$ cat src/rtl/pcler8_pkg.sv
// Shared types and constants for the pcler8 loadable, cascadable counter.
package pcler8_pkg;

  localparam int unsigned PCLER8_WIDTH = 8;

  typedef enum logic [1:0] {
    IDLE = 2'd0,
    RUN  = 2'd1,
    DONE = 2'd2
  } state_e;

  typedef enum logic {
    ONESHOT = 1'b0,
    AUTO    = 1'b1
  } mode_e;

endpackage

$ cat src/rtl/pcler8_next.sv
// Combinational next-value logic: FSM state, counter, reload value, mode and terminal count.
module pcler8_next
  import pcler8_pkg::*;
#(
  parameter int unsigned WIDTH = PCLER8_WIDTH
) (
  input  state_e             state_i,
  input  logic [WIDTH-1:0]   q_i,
  input  logic [WIDTH-1:0]   rld_i,
  input  mode_e              mode_i,
  input  logic               load_i,
  input  logic               clr_i,
  input  logic               en_i,
  input  logic               cin_i,
  input  logic [WIDTH-1:0]   ld_data_i,
  input  mode_e              ld_mode_i,
  output state_e             state_o,
  output logic [WIDTH-1:0]   q_o,
  output logic [WIDTH-1:0]   rld_o,
  output mode_e              mode_o,
  output logic               cout_o
);

  logic all_ones_s;
  logic step_s;

  assign all_ones_s = (q_i == {WIDTH{1'b1}});
  assign step_s     = (state_i == RUN) & en_i & cin_i;
  assign cout_o     = step_s & all_ones_s;

  // Priority: clear, then load accept, then count; otherwise hold.
  always_comb begin
    state_o = state_i;
    q_o     = q_i;
    rld_o   = rld_i;
    mode_o  = mode_i;
    if (clr_i) begin
      state_o = IDLE;
      q_o     = {WIDTH{1'b0}};
      rld_o   = {WIDTH{1'b0}};
      mode_o  = ONESHOT;
    end else if (load_i) begin
      state_o = RUN;
      q_o     = ld_data_i;
      rld_o   = ld_data_i;
      mode_o  = ld_mode_i;
    end else if (step_s) begin
      if (all_ones_s) begin
        if (mode_i == AUTO) begin
          q_o = rld_i;
        end else begin
          q_o     = {WIDTH{1'b0}};
          state_o = DONE;
        end
      end else begin
        q_o = q_i + {{(WIDTH-1){1'b0}}, 1'b1};
      end
    end else begin
      q_o = q_i;
    end
  end

endmodule

$ cat src/rtl/pcler8_ctrl.sv
// Loadable up-counter with one-shot/auto-reload modes and a cascade carry chain.
module pcler8_ctrl
  import pcler8_pkg::*;
#(
  parameter int unsigned WIDTH = PCLER8_WIDTH
) (
  input  logic             clk,
  input  logic             rst,
  input  logic             ld_valid,
  output logic             ld_ready,
  input  logic [WIDTH-1:0] ld_data,
  input  logic             ld_auto,
  input  logic             clr,
  input  logic             en,
  input  logic             cin,
  output logic [WIDTH-1:0] q,
  output logic             cout,
  output logic             tc_pulse,
  output logic             busy,
  output logic             done
);

  state_e           state_q, state_d;
  logic [WIDTH-1:0] q_q, q_d;
  logic [WIDTH-1:0] rld_q, rld_d;
  mode_e            mode_q, mode_d;
  logic             tc_q;
  logic             load_s;
  logic             cout_s;

  // Loads are refused while running and whenever a clear is pending.
  assign ld_ready = (state_q != RUN) & ~clr;
  assign load_s   = ld_valid & ld_ready;

  pcler8_next #(
    .WIDTH (WIDTH)
  ) u_next (
    .state_i   (state_q),
    .q_i       (q_q),
    .rld_i     (rld_q),
    .mode_i    (mode_q),
    .load_i    (load_s),
    .clr_i     (clr),
    .en_i      (en),
    .cin_i     (cin),
    .ld_data_i (ld_data),
    .ld_mode_i (mode_e'(ld_auto)),
    .state_o   (state_d),
    .q_o       (q_d),
    .rld_o     (rld_d),
    .mode_o    (mode_d),
    .cout_o    (cout_s)
  );

  // Counter state registers with synchronous reset.
  always_ff @(posedge clk) begin
    if (rst) begin
      state_q <= IDLE;
      q_q     <= {WIDTH{1'b0}};
      rld_q   <= {WIDTH{1'b0}};
      mode_q  <= ONESHOT;
      tc_q    <= 1'b0;
    end else begin
      state_q <= state_d;
      q_q     <= q_d;
      rld_q   <= rld_d;
      mode_q  <= mode_d;
      tc_q    <= cout_s & ~clr;
    end
  end

  assign q        = q_q;
  assign cout     = cout_s;
  assign tc_pulse = tc_q;
  assign busy     = (state_q == RUN);
  assign done     = (state_q == DONE);

endmodule

$ cat config.mk
export PLATFORM = sky130hd
export DESIGN_NAME = pcler8_ctrl
export DESIGN_NICKNAME = d
export VERILOG_FILES = /design/src/rtl/pcler8_pkg.sv /design/src/rtl/pcler8_next.sv /design/src/rtl/pcler8_ctrl.sv
export SDC_FILE = /design/constraint.sdc
export NUM_CORES = 1
export LEC_CHECK = 0
export CAP_MARGIN = 10
export CORE_AREA = 2 2 68 51
export CTS_CLUSTER_DIAMETER = 100
export DETAILED_ROUTE_END_ITERATION = 8
export DIE_AREA = 0 0 70 53
export GPL_TIMING_DRIVEN = 1
export PLACE_DENSITY = 0.62
export SETUP_SLACK_MARGIN = 0.4
export SKIP_LAST_GASP = 1
export SYNTH_ARGS = -nofsm -noshare
export SYNTH_HDL_FRONTEND = slang
export SYNTH_HIERARCHICAL = 1
export SYNTH_SLANG_ARGS = --single-unit
$ cat constraint.sdc
create_clock -name clk -period 4.7 [get_ports clk]
set_clock_uncertainty 0.05 [all_clocks]
set_input_delay 1.175 -clock clk [delete_from_list [all_inputs] [get_ports clk]]
set_output_delay 1.175 -clock clk [all_outputs]
set_load 0.02 [all_outputs]
======== Yosys cells after proc, flatten, opt, wreduce, memory -nomap -nowiden ========
Cells that the tools add are included.
word-level totals
  register bits after elaboration ......... 20
  output and inout bits ................... 13
operators by class
  muxes and demuxes ....................... 8
  reductions and logical operators ........ 6
  add/subtract/negate cells ............... 1
  bitwise gates (word level) .............. 8
  eq/ne operators ......................... 5
operators by type and width
  operator                                                          number
  8-bit 2-to-1 mux                                                  4
  8-bit by 1-bit adder with 8-bit output (second input constant)    1
  8-bit == test (second input constant)                             1
  1-bit bitwise AND                                                 6
  3-bit AND reduction                                               2
  1-bit 2-to-1 mux                                                  4
  2-bit by 1-bit != test with 1-bit output (second input constant)  2
  2-bit nonzero test                                                2
  3-bit OR reduction                                                1
  2-bit by 1-bit == test with 1-bit output (second input constant)  1
  2-bit == test (second input constant)                             1
  1-bit inverter                                                    2
  2-bit OR reduction                                                1

======== Logic depth before layout (Yosys ltp) ========
Gate-level depths: netlist of run 1.
  word-level depth ........................ 5
  gate-level depth with buffers ........... 7
  depth with buffers taken out ............ 6

======== Cells and area by module ========
Netlist of run 1, hierarchy kept.
by module, submodules not included
  module       cells an instance  area each (um^2)  times used  seq. area each (um^2)
  pcler8_next  95                 591.8             1           0.0
  pcler8_ctrl  46                 580.6             1           400.4

======== Least setup slack after synthesis of run 1 ========
Ideal clock, no wire load.
  kind .................................... input -> output
  start point ............................. in cin
  end point ............................... out cout
  setup slack ............................. 1.578 ns
  required time ........................... 3.475 ns
  data arrival time ....................... 1.897 ns
  stages on the path ...................... 4
  cell sequence ........................... and4b_1 > buf_2 > nand2_1 > nor2_1
on the way
  longest elaborated chain between the ends .. 2
ends and longest elaborated chain
  item               RTL line           RTL
  start, declared    pcler8_ctrl.sv:15  input logic cin,
  1-bit bitwise AND  pcler8_next.sv:28  assign step_s = (state_i == RUN) & en_i & cin_i;
  1-bit bitwise AND  pcler8_next.sv:29  assign cout_o = step_s & all_ones_s;
  end, declared      pcler8_ctrl.sv:17  output logic cout,
Every way passes these cells.

======== Worst setup path after layout of run 1 ========
Same ends and word-level chain as after synthesis.

==> summary.md, run 1 <==
| Metric | Value |
|---|---|
| FMAX | 0.2419 GHz |
| Total Routed Length | between 2000 and 3000 um |
| Setup CP Type | primary input to output pin |
| Ys flop type | dfxtp_1 |
| Drt pass-1 iters | 4 |
| Syn avg cell area | about 8.3 um^2 |
| Die Width | ~70 um |
| Rows | 17 |
| Core ar. | around 0.0030 mm^2 |
| Peak VDD IR | 0.1178 mV |
| Setup TNS | 0 ps |
| Reg-to-reg critical path startpoint | q[0] |
| Input/output buffers | 27 |
| Die ar. | roughly 0.0037 mm^2 |
| Vias in the first global route | approximately 1000 |
| Most frequent CP cell | clkdlybuf4s50_1 |
| CTS H-Tree Depth | 1 |
| Status | finished clean |
| WP data required | around 3500 ps |
| Synth cell types | 41 |
| Cell Chain, Critical Path | clkdlybuf4s50_1, and4b_2, nand2_1, nor2_1, clkdlybuf4s50_1 |
| Met2 usage | 0.2825 |
| Crit path launch | cin |
| Last element of the critical path | cout |
| HP Start | rld_q[6] |
| Area grow syn2layout | 28.49% |
| Max Root-Sink Buffers | 2 |
| RSZ-0062 raised after global routing | false |
| GRT Residual Overflow | 0 |
| Root buffer cell | clkbuf_8 |
| Crit. End Element | output pin |
| Ys async rst share | 0 |
| Post-CTS setup buffers | 0 |
| #FFs+latches synth | 20 |
| Worst-Margin Slew | between 700 and 800 ps |
| Overall die height | approximately 53 um |
| Placed cells | 197 |
| Worst Path Buf+Inv | 2 |
| TritonCTS buffer count | 3 |
| Crit path launch type | primary input |
| YS warnings | 6 |
| Top cells by area, synth | dfxtp_1 (34%), nor2b_1 (11%), a21oi_1 (6.8%) |
| CTS sink count | 20 |
| Fin crit period | about 4100 ps |
| CTS tree | done |
| Worst min path class | flop to flop |
| Vias per cell | 5.562 |
| Final Hold Viols | 0 |
| Routed Antenna Nets | 0 |
| Max Cap Violations | 0 |
| Clk_lat worst skew | roughly 260 ps |
| Pwr Density | between 200 and 250 mW/mm^2 |
| Gate count of the mapped netlist | between 100 and 150 |
| Hpwl dp | 2011 um |
| EDFF count, synth | 0 |
| Critical-path maximum fanout | 10 |
| N_diodes | 0 |
| Reg-to-Reg End | state_q[0] |
| Gpl congestion | slightly above 0.8 |
| CTS clk-pin slew, worst paths | about 70 ps |
| GRT Total Usage | 0.1686 |
| Sequential area share after synthesis | 0.3415 |
| Synth area leader | dfxtp_1 |
| Pin count of the biggest net entering global routing | 23 |
| Max Slew Vio Count | 0 |
| Filler instances | slightly above 300 |
| FF-to-FF path depth | 6 |
| Initial Util | 0.3882 |
| Final setup viols | 0 |
| CP top delay family | buffers and inverters |
| Mapped Area | 0.001172 mm^2 |
| Flop2flop setup slack | ~2500 ps |
| Arrival time worst endpoint | between 2000 and 3000 ps |
| Post-route non-filler standard cell count | 201 |
| Gr busiest metal | met2 |
| Final worst-path cycle share | 0.8797 |
| DRC | 0 |
| Vias | about 1100 |
| Slew headroom | 0.5120 |
| Initial antenna violation count | 0 |
| I/O pin count | 28 |
| Grt met1 use | 0.2213 |
| Delay of the slowest critical-path stage | 620 ps |
| Area share of the largest cell type after synthesis | 0.3415 |
| GRT met3 Usage | 0.05333 |
| Nets | between 150 and 200 |
| Mapped Nets | about 160 |
| CP max-delay cell | clkdlybuf4s50_1 |
| Layout cells sized above 1 | 0.1043 |
| First-pass GRT wire length | roughly 5000 um |
| WP depth | 5 |
| First DRT Iteration DRCs | 55 |
| Wire per inst | around 14 um |
| LEAKAGE | ~0.00049 uW |
==> what timing repair did <==
action	CTS	global route
setup endpoints to repair	0	1
resized for setup	0	1
hold buffers	0	0
==> cell usage in the layout (no fill, tap or decap), types with 3 or more instances in the layout <==
master and n:
nor2b_1 20, clkdlybuf4s50_1 27, nand2_1 14, and4_1 3, nand2b_1 8, dfxtp_1 20, a21oi_1 16, nand3_1 3
nand4_1 4, clkbuf_8 4, a311o_1 3, o32ai_1 3, nor2_1 7
==> routing by layer <==
| metal | routed length, um | part of all wire |
|---|---|---|
| met1 | 1403 | 0.50 |
| met3 | 189 | 0.067 |
| met4 | 4 | 0.0014 |
| met2 | 1232 | 0.44 |
| met5 | 0 | 0 |
==> synthesized netlist by cell type (3+ instances only) <==
cell	count
a311o_1	3
nand2_1	14
and4_1	3
o32ai_1	3
nor2b_1	20
nand4_1	4
nand3_1	3
nor2_1	7
nand2b_1	8
a21oi_1	16
dfxtp_1	20
buf_2	4
==> worst min path at each step <==
stage,endpoint,slack (ps),depth (start not counted)
after floorplan,rld_q[3],510,3
after global placement,rld_q[6],530,3
after detailed placement,rld_q[6],530,3
after CTS,rld_q[4],540,3
after global routing,rld_q[4],580,3
final,rld_q[6],540,3
==> per-stage QoR <==
step	worst slack (ps)	cell area, um^2	hold slack (ps)	util	total power, uW
6_report	565.2	1506	540.4	0.4988	353.3
5_1_grt	460.3	1506	582.9	0.4988	373.0
2_1_floorplan	1578	1172	505.1	-	205.1
4_1_cts	459.1	1505	543.6	0.4983	360.7
3_3_place_gp	492.3	1450	525.1	0.4801	226.9
3_5_place_dp	465.0	1450	526.3	0.4801	227.8
==> cell type report <==
type | instances | area (um^2) | area share
Tap cell | 38 | 47.55 | 0.03156
Multi-Input combinational cell | 109 | 714.4 | 0.4743
Clock buffer | 4 | 55.05 | 0.03654
Inverter | 1 | 3.754 | 0.002492
Sequential cell | 20 | 400.4 | 0.2658
Timing Repair Buffer | 29 | 285.3 | 0.1894
==> state kept, by name, summed over array words and instances, names as in the netlist <==
| signal | flops |
|---|---|
| mode_q | 1 |
| q | 8 |
| rld_q | 8 |
| state_q | 2 |
| tc_pulse | 1 |
==> logic make-up (layout without fill, tap and decap cells) <==
logic type,count (synthesis),count (layout),share of synthesized area
multiplexers,1,1,0.008538
AO/OA/AOI/OAI,36,36,0.2103
buffers and inverters,12,34,0.05015
AND/OR/NAND/NOR,71,71,0.3789
adder cells (fa/ha/maj),1,1,0.01067
flip-flops,20,20,0.3415
==> report_power, final <==
group,switching (uW),total (uW),leakage (uW),internal (uW)
Sequential,4.92,178,0.000162,173
Clock,54.9,129,0.0000288,74.5
Combinational,21.2,46.0,0.000298,24.8
==> worst reg2reg max path, cell delays in order, from the launching register on <==
cell and delay, ps:
dfxtp_1 450, ha_1 400, nand4_1 240, or4_2 610
a21oi_1 170, nor2_1 50, nor2b_1 130
Note: power is estimated with default switching activity, not from simulation.
==> run 2: changes to the inputs <==
--- a/config.mk
+++ b/config.mk
@@ -6,11 +6,12 @@
 export NUM_CORES = 1
 export LEC_CHECK = 0
 export CAP_MARGIN = 10
-export CORE_AREA = 2 2 68 51
+export CORE_AREA = 8 8 74 57
 export CTS_CLUSTER_DIAMETER = 100
 export DETAILED_ROUTE_END_ITERATION = 8
-export DIE_AREA = 0 0 70 53
+export DIE_AREA = 0 0 82 65
 export GPL_TIMING_DRIVEN = 1
+export MAX_ROUTING_LAYER = met4
 export PLACE_DENSITY = 0.62
 export SETUP_SLACK_MARGIN = 0.4
 export SKIP_LAST_GASP = 1
==> run 2 against run 1 <==
  * Total power grew 0.88%
  * Final cell count is the same
  * Register-to-register slack is essentially flat
  * Largest cell class unchanged
  * Largest power group unchanged
==> summary.md, run 2 (same netlist as run 1, synthesis figures left out) <==
| Metric | Value |
|---|---|
| Status | finished clean |
| CP max-delay cell | clkdlybuf4s50_1 |
| Post-CTS setup buffers | 0 |
| GRT Residual Overflow | 0 |
| Fin crit period | approximately 4200 ps |
| Root buffer cell | clkbuf_8 |
| Worst-Margin Slew | about 770 ps |
| Flop2flop setup slack | ~2500 ps |
| First DRT Iteration DRCs | ~110 |
| Vias in the first global route | 1087 |
| Area grow syn2layout | 28.49% |
| First-pass GRT wire length | 5285 um |
| Total Routed Length | 3153 um |
| CP top delay family | buffers and inverters |
| Vias per cell | 5.637 |
| Post-route non-filler standard cell count | ~200 |
| Rows | 17 |
| Commonest non-fill, non-tap cell in the layout | clkdlybuf4s50_1 |
| DP Worst Slack | 404.8 ps |
| Placed cells | 197 |
| Setup CP Type | primary input to output pin |
| Max Root-Sink Buffers | 2 |
| Critical-path maximum fanout | 10 |
| WP data required | approximately 3500 ps |
| Multi-input logic area | 714.4 um^2 |
| Overall die height | roughly 65 um |
| Worst setup margin | between 400 and 500 ps |
| FF-to-FF path depth | 6 |
| Setup TNS | 0 ps |
| Hold Path End | rld_q[0] |
| Final Hold Viols | 0 |
| RSZ-0062 raised after global routing | false |
| Pwr Density | 236.6 mW/mm^2 |
| I/O pin count | 28 |
| Commonest non-fill, non-tap cells in the layout | clkdlybuf4s50_1 (27), nor2b_1 (20), dfxtp_1 (20) |
| Final setup viols | 0 |
| Register area | between 400 and 500 um^2 |
| HP Start | rld_q[0] |
| CTS sink count | 20 |
| Most frequent CP cell | clkdlybuf4s50_1 |
| Hold Path Cell Cnt | 3 |
| Reg-to-reg critical path startpoint | q[1] |
| Filler instances | between 200 and 300 |
| Peak VDD IR | about 0.11 mV |
| Layout cells sized above 1 | 0.1043 |
| Cell Chain, Critical Path | clkdlybuf4s50_1, and4b_2, nand2_1, nor2_1, clkdlybuf4s50_1 |
| Crit. End Element | output pin |
| Final worst-path cycle share | 0.8962 |
| DRC | 0 |
| Reg-to-Reg End | state_q[0] |
| Die Width | 82 um |
| Crit path launch type | primary input |
| Initial antenna violation count | 0 |
| CTS H-Tree Depth | 1 |
| FMAX | between 0.2 and 0.25 GHz |
| CTS clk-pin slew, worst paths | approximately 80 ps |
| Delay of the slowest critical-path stage | roughly 650 ps |
| Hpwl dp | 2267 um |
| Gpl congestion | roughly 0.85 |
| CTS tree | done |
| Arrival time worst endpoint | about 3000 ps |
| Max Cap Violations | 0 |
| TritonCTS buffer count | 3 |
| Drt pass-1 iters | 6 |
| LEAKAGE | about 0.00049 uW |
| Total power | 356.4 uW |
| Vias | roughly 1100 |
| Input/output buffers | 27 |
| Nets | 180 |
| GRT Total Usage | 0.1267 |
| Worst min path class | flop to flop |
| Clk_lat worst skew | 260 ps |
| Post-CTS Hold Buffers | 0 |
| Post-layout util | 0.4988 |
| Worst Path Buf+Inv | 2 |
| Core ar. | approximately 0.003 mm^2 |
| Max Slew Vio Count | 0 |
| Wire per inst | approximately 16 um |
| N_diodes | 0 |
| Routed Antenna Nets | 0 |
| Initial Util | 0.3882 |
| Slew headroom | 0.4879 |
| Die ar. | roughly 0.0053 mm^2 |
| Pin count of the biggest net entering global routing | 23 |
==> run 2: cell counts in the layout (fill, tap and decap cells not counted) <==
Identical to the previous run, type by type.
==> run 2: worst max-delay path by stage <==
| stage | from | end | slack, ps | depth (start not counted) |
|---|---|---|---|---|
| after floorplan | cin | cout | 1580 | 4 |
| after global placement | cin | cout | 480 | 5 |
| after detailed placement | en | cout | 400 | 5 |
| after CTS | cin | cout | 490 | 5 |
| after global routing | cin | cout | 400 | 5 |
| final | cin | cout | 490 | 5 |
==> run 2: worst register-to-register path: cells and delay by family, from the launching register on <==
kind / cells / cell delay [ps]
fa+ha+maj: 1 / 410
compound gates: 1 / 170
flops: 1 / 440
simple gates: 4 / 1040
==> run 2: cell type report <==
type / count / share of cell area
inverter: 1 / 0.002492
clock buffer: 4 / 0.03654
tap: 38 / 0.03156
multi-input combinational: 109 / 0.4743
sequential: 20 / 0.2658
timing repair buffer: 29 / 0.1894
==> run 2: what timing repair did <==
item / 4_1_cts / 5_1_grt
resized for setup: 1 / 0
hold endpoints to repair: 0 / 0
endpoints found under the setup margin: 1 / 0
==> run 2: power breakdown <==
group,switching [uW],internal (uW)
combinational,21.6,24.8
sequential,4.95,173
clock,57.5,74.6
total,84.0,272
==> run 2: through the flow <==
stage,area (um^2),hold slack (ps)
finish,1506,535.6
global route,1506,588.1
CTS,1506,538.1
detailed placement,1450,523.2
global placement,1450,525.3
floorplan,1172,505.1
==> run 2: metal layers <==
| metal | share of wire | vias up | GRT usage |
|---|---|---|---|
| li1 | - | 559 | - |
| met1 | 0.47 | 539 | 0.1669 |
| met2 | 0.45 | 35 | 0.1888 |
| met3 | 0.077 | 0 | 0.04132 |
| met4 | 0 | 0 | 0.01310 |
| met5 | 0 | - | - |
==> run 3: changes to the inputs <==
--- a/config.mk
+++ b/config.mk
@@ -6,15 +6,19 @@
 export NUM_CORES = 1
 export LEC_CHECK = 0
 export CAP_MARGIN = 10
+export CELL_PAD_IN_SITES_DETAIL_PLACEMENT = 0
+export CELL_PAD_IN_SITES_GLOBAL_PLACEMENT = 1
 export CORE_AREA = 8 8 74 57
+export CTS_BUF_LIST = sky130_fd_sc_hd__clkbuf_4
 export CTS_CLUSTER_DIAMETER = 100
 export DETAILED_ROUTE_END_ITERATION = 8
 export DIE_AREA = 0 0 82 65
 export GPL_TIMING_DRIVEN = 1
 export MAX_ROUTING_LAYER = met4
-export PLACE_DENSITY = 0.62
+export PLACE_DENSITY = 0.81
 export SETUP_SLACK_MARGIN = 0.4
 export SKIP_LAST_GASP = 1
+export SLEW_MARGIN = 10
 export SYNTH_ARGS = -nofsm -noshare
 export SYNTH_HDL_FRONTEND = slang
 export SYNTH_HIERARCHICAL = 1
==> run 3 against run 2 <==
  * Non-clock buffer count unchanged
  * Fmax increased by 0.50%
  * Sequential power about the same
  * Core utilization decreased by 0.95 points
  * Clock power decreased by 37%
  * Hold slack improved by 8.1 ps
  * Highest routed layer is now met4
  * Routed wire length decreased by 1.7%
  * Die area unchanged
  * Sequential cell count unchanged
  * Final cell count unchanged
==> summary.md, run 3 (same netlist as run 1, synthesis figures left out) <==
| Metric | Value |
|---|---|
| Status | finished clean |
| Drt pass-1 iters | 4 |
| Area grow syn2layout | 26.04% |
| CTS sink count | 20 |
| Hold slack final | between 500 and 600 ps |
| CTS clk-pin slew, worst paths | around 120 ps |
| Initial Util | 0.3882 |
| CTS tree | done |
| Initial antenna violation count | 0 |
| GRT Residual Overflow | 0 |
| Vias per cell | approximately 5.4 |
| LEAKAGE | roughly 0.00048 uW |
| Crit. End Element | output pin |
| Sw Share | 0.2562 |
| Fin crit period | 4191 ps |
| Combinational power share | 0.151 |
| First DRT Iteration DRCs | a little over 60 |
| Final setup viols | 0 |
| First-pass GRT wire length | 5140 um |
| Overall die height | between 60 and 70 um |
| N_diodes | 0 |
| Max Cap Violations | 0 |
| Clock Power Share | 0.271 |
| TritonCTS buffer count | 3 |
| Hpwl dp | about 2200 um |
| Gpl congestion | about 0.82 |
| Final worst-path cycle share | 0.8918 |
| Setup CP Type | primary input to output pin |
| Root buffer cell | clkbuf_4 |
| GRT Total Usage | 0.1209 |
| Crit path launch type | primary input |
| Die Width | ~80 um |
| Wire per inst | approximately 15 um |
| DRC | 0 |
| Slew headroom | 0.4777 |
| Max Slew Vio Count | 0 |
| Die ar. | around 0.0053 mm^2 |
| Pwr Density | approximately 210 mW/mm^2 |
| Vias | 1094 |
| Arrival time worst endpoint | slightly below 3000 ps |
| Design area | around 0.0015 mm^2 |
| WP data required | 3470 ps |
| Seq pwr share | 0.579 |
| Peak VDD IR | around 0.080 mV |
| Setup TNS | 0 ps |
| Post-CTS Hold Buffers | 0 |
| Vias in the first global route | 1071 |
| RSZ-0062 raised after global routing | false |
| Core ar. | 0.003020 mm^2 |
| Worst-Margin Slew | 780.9 ps |
| Input/output buffers | 27 |
| Switching Power | 78.78 uW |
| Rows | 17 |
| Max Root-Sink Buffers | 2 |
| Worst min path class | flop to flop |
| Clk_lat worst skew | 300 ps |
| I/O pin count | 28 |
| Total Routed Length | roughly 3100 um |
| Nets | 180 |
| Routed Antenna Nets | 0 |
| Layout cells sized above 1 | 0.09816 |
| Commonest non-fill, non-tap cells in the layout | clkdlybuf4s50_1 (27), nor2b_1 (20), dfxtp_1 (20) |
| Critical-path maximum fanout | 10 |
| CTS H-Tree Depth | 1 |
| Commonest non-fill, non-tap cell in the layout | clkdlybuf4s50_1 |
| Pin count of the biggest net entering global routing | 24 |
| Cell-internal power | roughly 230 uW |
| FMAX | between 0.2 and 0.25 GHz |
| Placed Area | around 0.0015 mm^2 |
| Final Hold Viols | 0 |
-- run 3: power groups by stage --
| stage | Combinational [uW] | Sequential, uW | Clock (uW) |
|---|---|---|---|
| 4_1_cts | 46.7 | 178 | 87.8 |
| 3_3_place_gp | 45.5 | 182 | 0 |
| 6_report | 46.3 | 178 | 83.2 |
| 5_1_grt | 50.7 | 179 | 94.5 |
| 2_1_floorplan | 23.2 | 182 | 0 |
| 3_5_place_dp | 46.4 | 182 | 0 |
-- run 3: routing by layer --
| metal | up-vias | global-route usage | wire [um] |
|---|---|---|---|
| met4 | 0 | 0.01310 | 13 |
| li1 | 560 | - | - |
| met1 | 506 | 0.1589 | 1549 |
| met3 | 2 | 0.03719 | 206 |
| met2 | 26 | 0.1819 | 1328 |
| met5 | - | - | 0 |
-- run 3: final timing paths --
path         startpoint         end  slack [ps]  cells after the start
max                 cin        cout         510                      5
max reg2reg        q[0]  state_q[0]        2440                      6
min reg2reg    rld_q[6]    rld_q[6]         540                      3
min            rld_q[6]    rld_q[6]         540                      3
-- run 3: layout make-up --
cell class                 count  area (um^2)
clock buffer                   3        22.52
inverter                       1        3.754
fill                         316         1543
timing repair buffer          29        285.3
multi-input combinational    109        714.4
clock inverter                 1        3.754
tap                           38        47.55
sequential                    20        400.4
-- run 3: worst max-delay path, stage by stage --
cell,delay (ps)
clkdlybuf4s50_1,520
and4b_2,390
nand2_1,110
nor2_1,150
clkdlybuf4s50_1,620
-- run 3: per-stage QoR --
step	utilization	worst slack (ps)	power [uW]	std cells
floorplan	-	1578	205.1	141
global placement	0.4801	481.4	227.0	197
detailed placement	0.4801	422.3	228.0	197
CTS	0.4888	420.3	312.4	201
global route	0.4892	449.0	323.9	201
finish	0.4892	508.6	307.5	201
-- run 3: timing repair --
action | in CTS | in global routing
setup endpoints to repair | 0 | 1
setup buffers | 0 | 0
resized for setup | 0 | 1
